`config.mk`:
```
export PLATFORM = sky130hd
export DESIGN_NAME = msg_ram_arbiter
export DESIGN_NICKNAME = d
export VERILOG_FILES = /design/src/rtl/msg_ram_arbiter.sv
export SDC_FILE = /design/constraint.sdc
export NUM_CORES = 1
export LEC_CHECK = 0
export CORE_MARGIN = 1
export CORE_UTILIZATION = 30
export CTS_CLUSTER_SIZE = 24
export DETAILED_ROUTE_END_ITERATION = 12
export MAX_ROUTING_LAYER = met4
export PLACE_DENSITY = 0.68
export SYNTH_ARGS = -nofsm -noshare
export SYNTH_HDL_FRONTEND = slang
export SYNTH_SLANG_ARGS = --single-unit
```
`constraint.sdc`:
```
create_clock -name clk -period 4.6 [get_ports clk]
set_input_delay 0.92 -clock clk [delete_from_list [all_inputs] [get_ports clk]]
set_output_delay 0.92 -clock clk [all_outputs]
set_load 0.01 [all_outputs]
```
`src/rtl/msg_ram_arbiter.sv`:
```
// rtl/msg_ram_arbiter.sv - single-port message RAM arbiter presented as a FIFO
//
// Shares one single-port RAM between a feed-parser writer and a
// strategy-engine reader. At most one RAM op is granted per cycle. When both
// sides are eligible the grant alternates. The block keeps the write/read
// pointers and the occupancy count.
//
// Optional feature macro: MSG_RAM_DROP_CNT_EN
//   defined   : the writer is never stalled by full. Writes accepted while
//               full are discarded and counted in drop_cnt, which saturates.
//   undefined : full backpressures the writer, and drop_cnt reads 16'h0.
//
// Ports:
//   clk, rst            clock (rising edge), asynchronous active-high reset
//   flush               synchronous clear of pointers and occupancy
//   wr_valid/wr_data    writer word; wr_ready means the write is accepted
//   rd_req              reader requests one word; rd_gnt grants that read
//   rd_valid/rd_data    read word, valid one cycle after rd_gnt
//   mem_we/mem_addr/mem_wdata/mem_rdata
//                       RAM port; the RAM read has 1-cycle registered latency
//   count/full/empty    occupancy 0..MEM_DEPTH and its flags
//   drop_cnt            count of dropped writes
module msg_ram_arbiter #(
  parameter int MSG_WIDTH = 16,
  parameter int ADDR_W    = 5,
  parameter int MEM_DEPTH = 32
) (
  input  logic                 clk,
  input  logic                 rst,
  input  logic                 flush,
  input  logic                 wr_valid,
  input  logic [MSG_WIDTH-1:0] wr_data,
  output logic                 wr_ready,
  input  logic                 rd_req,
  output logic                 rd_gnt,
  output logic                 rd_valid,
  output logic [MSG_WIDTH-1:0] rd_data,
  output logic                 mem_we,
  output logic [ADDR_W-1:0]    mem_addr,
  output logic [MSG_WIDTH-1:0] mem_wdata,
  input  logic [MSG_WIDTH-1:0] mem_rdata,
  output logic [ADDR_W:0]      count,
  output logic                 full,
  output logic                 empty,
  output logic [15:0]          drop_cnt
);

  typedef enum logic {
    GNT_READ  = 1'b0,
    GNT_WRITE = 1'b1
  } grant_t;

`ifdef MSG_RAM_DROP_CNT_EN
  localparam bit DROP_EN = 1'b1;
`else
  localparam bit DROP_EN = 1'b0;
`endif

  localparam logic [ADDR_W:0]   DEPTH_CNT = (ADDR_W + 1)'(MEM_DEPTH);
  localparam logic [ADDR_W-1:0] LAST_PTR  = ADDR_W'(MEM_DEPTH - 1);

  logic [ADDR_W-1:0] wr_ptr;
  logic [ADDR_W-1:0] rd_ptr;
  logic [ADDR_W:0]   count_q;
  logic              rd_valid_q;
  grant_t            last_grant;

  logic w_el;
  logic r_el;
  logic w_win;
  logic r_win;
  logic w_store;

  assign full  = (count_q == DEPTH_CNT);
  assign empty = (count_q == '0);
  assign count = count_q;

  always_comb begin
    // In drop mode a write while full still competes for the slot; it is
    // accepted but never reaches the RAM.
    w_el  = ~rst & wr_valid & ~flush & (DROP_EN | ~full);
    r_el  = ~rst & rd_req & ~empty & ~flush;
    w_win = w_el & (~r_el | (last_grant == GNT_READ));
    r_win = r_el & (~w_el | (last_grant == GNT_WRITE));
    w_store = w_win & ~full;
    // wr_ready is built from everything except wr_valid, so the writer can
    // use it as a pure "may write" indication.
    wr_ready = ~rst & ~flush & (DROP_EN | ~full)
             & ~(r_el & (last_grant == GNT_WRITE));
  end

  assign rd_gnt    = r_win;
  assign mem_we    = w_store;
  assign mem_addr  = w_store ? wr_ptr : rd_ptr;
  assign mem_wdata = wr_data;
  assign rd_valid  = rd_valid_q;
  assign rd_data   = mem_rdata;

  always_ff @(posedge clk or posedge rst) begin
    if (rst) begin
      wr_ptr     <= '0;
      rd_ptr     <= '0;
      count_q    <= '0;
      rd_valid_q <= 1'b0;
      last_grant <= GNT_READ;
    end else if (flush) begin
      // last_grant deliberately holds across a flush.
      wr_ptr     <= '0;
      rd_ptr     <= '0;
      count_q    <= '0;
      rd_valid_q <= 1'b0;
    end else begin
      rd_valid_q <= r_win;
      if (w_store) begin
        wr_ptr  <= (wr_ptr == LAST_PTR) ? '0 : wr_ptr + 1'b1;
        count_q <= count_q + 1'b1;
      end
      if (r_win) begin
        rd_ptr  <= (rd_ptr == LAST_PTR) ? '0 : rd_ptr + 1'b1;
        count_q <= count_q - 1'b1;
      end
      if (w_win) begin
        last_grant <= GNT_WRITE;
      end else if (r_win) begin
        last_grant <= GNT_READ;
      end
    end
  end

`ifdef MSG_RAM_DROP_CNT_EN
  logic [15:0] drop_q;

  always_ff @(posedge clk or posedge rst) begin
    if (rst) begin
      drop_q <= '0;
    end else if (w_win && full && drop_q != 16'hFFFF) begin
      drop_q <= drop_q + 16'd1;
    end
  end

  assign drop_cnt = drop_q;
`else
  assign drop_cnt = 16'h0;
`endif

endmodule

```
==> results of run 1 <==
-- metrics by stage --
step / total power [W] / cells / utilization, % / hold slack [ps] / worst slack [ps]
after floorplan: 0.0002678 / 196 / - / 498.6 / 1764
after global placement: 0.0002573 / 237 / 30.45 / 538.8 / 853.8
after detailed placement: 0.0002586 / 237 / 30.45 / 548.3 / 774.5
after CTS: 0.0003899 / 241 / 31.53 / 559.3 / 772.1
after global routing: 0.0004059 / 241 / 31.53 / 572.4 / 594.8
final: 0.0003849 / 241 / 31.53 / 554.8 / 794.7
-- sequential cells by signal, indices dropped and copies added, names as in the netlist --
register,count
wr_ptr,5
last_grant,1
rd_valid,1
count,6
rd_ptr,5
-- worst max path at each step --
stage                from     endpoint  slack (ps)  cells past startpoint
floorplan           flush     count[5]        1760                     11
global placement    flush  mem_addr[1]         850                      7
detailed placement  flush  mem_addr[1]         770                      7
CTS                 flush  mem_addr[1]         770                      7
global route        flush  mem_addr[2]         590                      7
finish              flush  mem_addr[1]         790                      7
-- power by group through the flow --
stage / logic [W] / registers [W] / clock network (W)
final: 0.0000820 / 0.000173 / 0.000130
after global routing: 0.0000920 / 0.000174 / 0.000140
after floorplan: 0.0000924 / 0.000175 / 0
after detailed placement: 0.0000824 / 0.000176 / 0
after CTS: 0.0000827 / 0.000173 / 0.000134
after global placement: 0.0000811 / 0.000176 / 0
-- logic make-up after synthesis --
| family | Yosys count | synth area share (%) |
|---|---|---|
| buffers and inverters | 61 | 26.98 |
| and+or+nand+nor | 53 | 18.43 |
| AOI/OAI and AO/OA | 34 | 15.35 |
| DFF | 18 | 28.48 |
| adders and majority gates | 9 | 7.595 |
| xor gates and xnor gates | 4 | 2.216 |
| other | 1 | 0.2371 |
| muxes | 1 | 0.7120 |
-- cell usage in the layout (no fill, tap or decap), drive strengths merged, types with 3 or more instances in the layout --
master | Yosys | layout
nand2 | 23 | 23
clkdlybuf4s50 | 0 | 21
dfrtp | 18 | 18
conb | 1 | 16
inv | 9 | 9
o21ai | 9 | 9
ha | 8 | 8
a21oi | 5 | 5
a22o | 5 | 5
nor2 | 5 | 5
nand3 | 4 | 4
and3 | 4 | 4
clkbuf | 0 | 4
or3 | 3 | 3
a31o | 3 | 3
-- synthesized netlist by cell type, drive strengths merged (2+ instances only) --
cell type / instances
nor2: 5
nand3: 4
dfrtp: 18
inv: 9
nand4: 2
ha: 8
xnor2: 2
o21ai: 9
or3: 3
a22o: 5
o211ai: 2
a21oi: 5
a31o: 3
xor2: 2
a21o: 2
nand2: 23
buf: 51
nor4: 2
nor3: 2
and3: 4
-- area by class of cell --
type / count / area share [%]
Sequential cell: 18 / 27.97
Multi-Input combinational cell: 117 / 47.24
Inverter: 10 / 2.409
Tap cell: 70 / 5.439
Clock buffer: 4 / 3.419
Timing Repair Buffer: 22 / 13.52
-- worst register-to-register path, cell delays in order, from the launching register on --
cell and delay [ps]:
dfrtp_1 470, or3_4 450, or3_4 370, nand4_1 110, buf_4 170, inv_1 140, ha_1 330, a211oi_1 260
o21bai_1 100, a21oi_1 190, xor2_1 90, a22o_1 190
-- metal layers --
metal	vias up	share of wire, %	GRT usage [%]
met5	-	0	-
met4	0	2.4	5.451
met3	12	4.9	1.220
met2	37	49	17.22
met1	514	44	13.98
li1	537	-	-
==> flow_metrics.tcl, run 1 <==
set metrics [dict create \
    outcome "complete, no violations" \
    ys_seq_area_share_pct 28.48 \
    synth_top_area_share_pct 28.48 \
    multi_input_area_um2 760.7 \
    ios 102 \
    synth.area.top_cells "dfrtp_1 (28%), buf_4 (23%), ha_1 (6.3%), nand2_1 (5.5%), a22o_1 (2.8%)" \
    synth_top_area_cell "dfrtp_1" \
    clk-insertion-delay-late_ps 250 \
    path_clk_slew_ps 70 \
    grt_pass1_vias 1052 \
    critPathLaunchType "primary input" \
    drv_slew 0 \
    hold_viol 0 \
    rows 26 \
    relSlewSlack_pct 29.44 \
    cts_tree "built" \
    ir_drop_mv 0.09248 \
    io_buffers 21 \
    holdPathStages 2 \
    clock-sinks 18 \
    firstDrtPassIters 4 \
    grt_use_total_pct 10.98 \
    grt-ovfl-total 0 \
    die_y_um 74.61 \
    p_seq_share_pct 45.0 \
    rrSetupSlack_ps 1600 \
    power.share.combinational_pct 21.3 \
    p_sw_share_pct 28.11 \
    synth_flop_cell "dfrtp_1" \
    syn_area_um2 1582 \
    initial_utilization_pct 30.97 \
    hpwl_mm 2.162 \
    htree_num_levels 1 \
    synth.avg_cell_area_um2 8.738 \
    cp_max_fo 14 \
    critPathMaxStageDelay_ps 530 \
    synth-edff-count 0 \
    ys_ff_latch 18 \
    design_area_um2 1610 \
    fmax_mhz 262.8 \
    cts_inserted_buffers 3 \
    min_period_ps 3805 \
    yosysUniqueCellTypes 49 \
    hp-start "rd_ptr[4]" \
    drive_above_1_share_pct 9.942 \
    drt-total-wl_mm 2.781 \
    setup_viol 0 \
    p_int_w 0.0002767 \
    finalCritPeriodShare_pct 82.72 \
    p_per_area_nw_per_um2 239.0 \
    required_ps 3680 \
    drt-initial-drc-count 78 \
    antenna_found_initial 0 \
    tightest_slew_ps 1049 \
    path_cells "clkdlybuf4s50_1, nor2_1, nand4_2, clkinv_2, nand2_1, nand2_1, clkdlybuf4s50_1" \
    crit_arrival_ps 2890 \
    diodes 0 \
    cts.repair.resized 0 \
    grt_setup_unrepaired "no" \
    cts_root_buffer "clkbuf_8" \
    antenna_left 0 \
    drv_cap 0 \
    placed_area_um2 1555 \
    reg2reg_to "count[5]" \
    core_area_um2 5107 \
    r2r_start "count[0]" \
    fill_cells 555 \
    path_buf_inv 3 \
    r2r_cells 11 \
    synthToLayoutAreaGrowth_pct 1.819 \
    p_switching_w 0.0001082 \
    synth_cells 181 \
    worst_setup_path_end_kind "output port" \
    clock_skew_ps 2.482 \
    regArea_um2 450.4 \
    cts_setup_buffers 0 \
    clockBufferDepth 2 \
    total_leakage_power_nw 0.7903 \
    die_w_um 74.61 \
    grt_max_degree 19 \
    ys_warn_count 0 \
    nets 218 \
    cts_hold_buf 0 \
    via_count 1100 \
    wl_per_cell_um 11.54 \
    hold_path.class "flip-flop to flip-flop" \
    dieArea_um2 5566 \
    drcViolationCount 0 \
    globalplace.congestion 0.8092 \
    crit_slowest_cell "clkdlybuf4s50_1" \
    path_class "primary input to output port" \
    grt_pass1_wl_mm 4.636 \
    path_delay_family "buffers and inverters" \
    via_per_inst 4.564 \
    whs_endpoint "rd_ptr[4]" \
    p_clk_share_pct 33.7 \
    async_flop_share_pct 100.0 \
    tns_ps 0 \
]
Note: power is estimated with default switching activity, not from simulation.
==> run 2: changes to the inputs <==
- clock period: 4.6 -> 3.78 ns (I/O delays scaled with it)
==> run 2 against run 1 <==
Core utilization grew 0.29 points. Critical endpoint is now mem_addr[4]. Final cell count grew 0.83%. Worst hold slack lost 5.8 ps. First-iteration DRC count shrank 14%. Sequential share of layout area shrank 0.26 points. Critical path depth is the same. Power grew 24%. Sequential power grew 22%. Setup slack lost 300 ps. Register-to-register slack lost 690 ps.
==> flow_metrics.tcl, run 2 (same netlist as run 1, synthesis figures left out) <==
set metrics [dict create \
    crit_arrival_ps 2530 \
    clk-insertion-delay-late_ps 260 \
    cts_root_buffer "clkbuf_8" \
    grt-ovfl-total 0 \
    cts.repair.resized 0 \
    power.share.combinational_pct 21.4 \
    holdWs_ps 549.0 \
    worst_setup_path_end_kind "output port" \
    dp_slack_ps 491.1 \
    ios 102 \
    drcViolationCount 0 \
    total_leakage_power_nw 0.7998 \
    diodes 0 \
    wl_per_cell_um 12.14 \
    die_y_um 74.61 \
    rows 26 \
    firstDrtPassIters 4 \
    tns_ps 0 \
    ir_drop_mv 0.1648 \
    cts_inserted_buffers 3 \
    critPathLaunchType "primary input" \
    grt_setup_unrepaired "no" \
    clock-sinks 18 \
    fmax_mhz 303.9 \
    drv_slew 0 \
    p_int_w 0.0003383 \
    grt_max_degree 19 \
    antenna_found_initial 0 \
    drive_above_1_share_pct 10.98 \
    finalCritPeriodShare_pct 87.04 \
    cp_max_fo 14 \
    nets 220 \
    drv_cap 0 \
    via_per_inst 4.617 \
    largest_reg_flops 6 \
    outcome "complete, no violations" \
    path_clk_slew_ps 70 \
    p_seq_share_pct 44.3 \
    grt_use_total_pct 11.82 \
    min_period_ps 3290 \
    p_switching_w 0.0001380 \
    drt-total-wl_mm 2.949 \
    p_clk_share_pct 34.3 \
    die_w_um 74.61 \
    drt-initial-drc-count 67 \
    globalplace.congestion 0.7343 \
    hold_path.class "flip-flop to flip-flop" \
    htree_num_levels 1 \
    placed_area_um2 1570 \
    path_class "primary input to output port" \
    initial_utilization_pct 30.97 \
    grt_pass1_vias 1080 \
    core_area_um2 5107 \
    design_area_um2 1625 \
    final_cell_mix "nand2_1 (23), clkdlybuf4s50_1 (21), dfrtp_1 (18)" \
    antenna_left 0 \
    p_sw_share_pct 28.97 \
    total_power_w 0.0004763 \
    layout_commonest_cell "nand2_1" \
    hpwl_mm 2.159 \
    synthToLayoutAreaGrowth_pct 2.769 \
    setup_ws_ps 490.0 \
    via_count 1122 \
    cts_hold_buf 0 \
    clock_skew_ps 2.246 \
    p_per_area_nw_per_um2 293.1 \
    io_buffers 21 \
    cts_tree "built" \
    dieArea_um2 5566 \
    cts_setup_buffers 0 \
    setup_viol 0 \
    relSlewSlack_pct 52.52 \
    clockBufferDepth 2 \
    tightest_slew_ps 711.4 \
    required_ps 3020 \
    hold_viol 0 \
    grt_pass1_wl_mm 4.912 \
]
==> run 2: cell count changes in the layout (fill, tap and decap cells not counted), sizes merged <==
cell / previous run / this run
buf: 1 / 3
==> run 2: worst max-delay path: stages <==
cell	delay (ps)
clkdlybuf4s50_1	530
nor2_1	250
nand4_2	150
clkinv_2	180
nand2_1	80
nand2_1	60
clkdlybuf4s50_1	540
==> run 2: per-stage QoR <==
step	utilization (%)	instances
floorplan	-	196
global placement	30.74	239
detailed placement	30.74	239
CTS	31.82	243
global route	31.82	243
finish	31.82	243
==> run 2: final cells by class <==
class / instances / area (um^2)
Clock buffer: 4 / 55.05
Fill cell: 543 / 3482
Inverter: 10 / 38.79
Multi-Input combinational cell: 117 / 760.7
Sequential cell: 18 / 450.4
Tap cell: 70 / 87.58
Timing Repair Buffer: 24 / 232.7
==> run 2: layer usage <==
layer / vias to the layer above / global-route usage, % / wire length [um] / share of wire, %
met1: 535 / 14.87 / 1389 / 47
met3: 10 / 1.355 / 132 / 4.5
met4: 0 / 6.080 / 57 / 1.9
li1: 539 / - / - / -
met5: - / - / 0 / 0
met2: 38 / 18.62 / 1369 / 46
==> run 2: final timing paths <==
check | start | end | slack (ps) | cells after the start
min in group asynchronous | rst | rd_ptr[2] | 1020 | 2
worst max-delay path | flush | mem_addr[4] | 490 | 7
max in group asynchronous | rst | wr_ptr[1] | 2320 | 2
worst max register to register | count[0] | count[5] | 910 | 10
worst min register to register | rd_ptr[4] | rd_ptr[4] | 550 | 2
worst min-delay path | rd_ptr[4] | rd_ptr[4] | 550 | 2
==> run 2: power by group through the flow <==
stage / combinational (W) / sequential (W) / clock, W
6_report: 0.000102 / 0.000211 / 0.000163
5_1_grt: 0.000114 / 0.000213 / 0.000173
4_1_cts: 0.000103 / 0.000211 / 0.000168
3_5_place_dp: 0.000103 / 0.000215 / 0
3_3_place_gp: 0.000101 / 0.000214 / 0
2_1_floorplan: 0.000112 / 0.000213 / 0
==> run 3: changes to the inputs <==
- CORE_MARGIN: 1 -> unset
- CTS_CLUSTER_SIZE: 24 -> unset
==> results of run 3 <==
Final layout, timing and power as in run 2 (identical DEF).
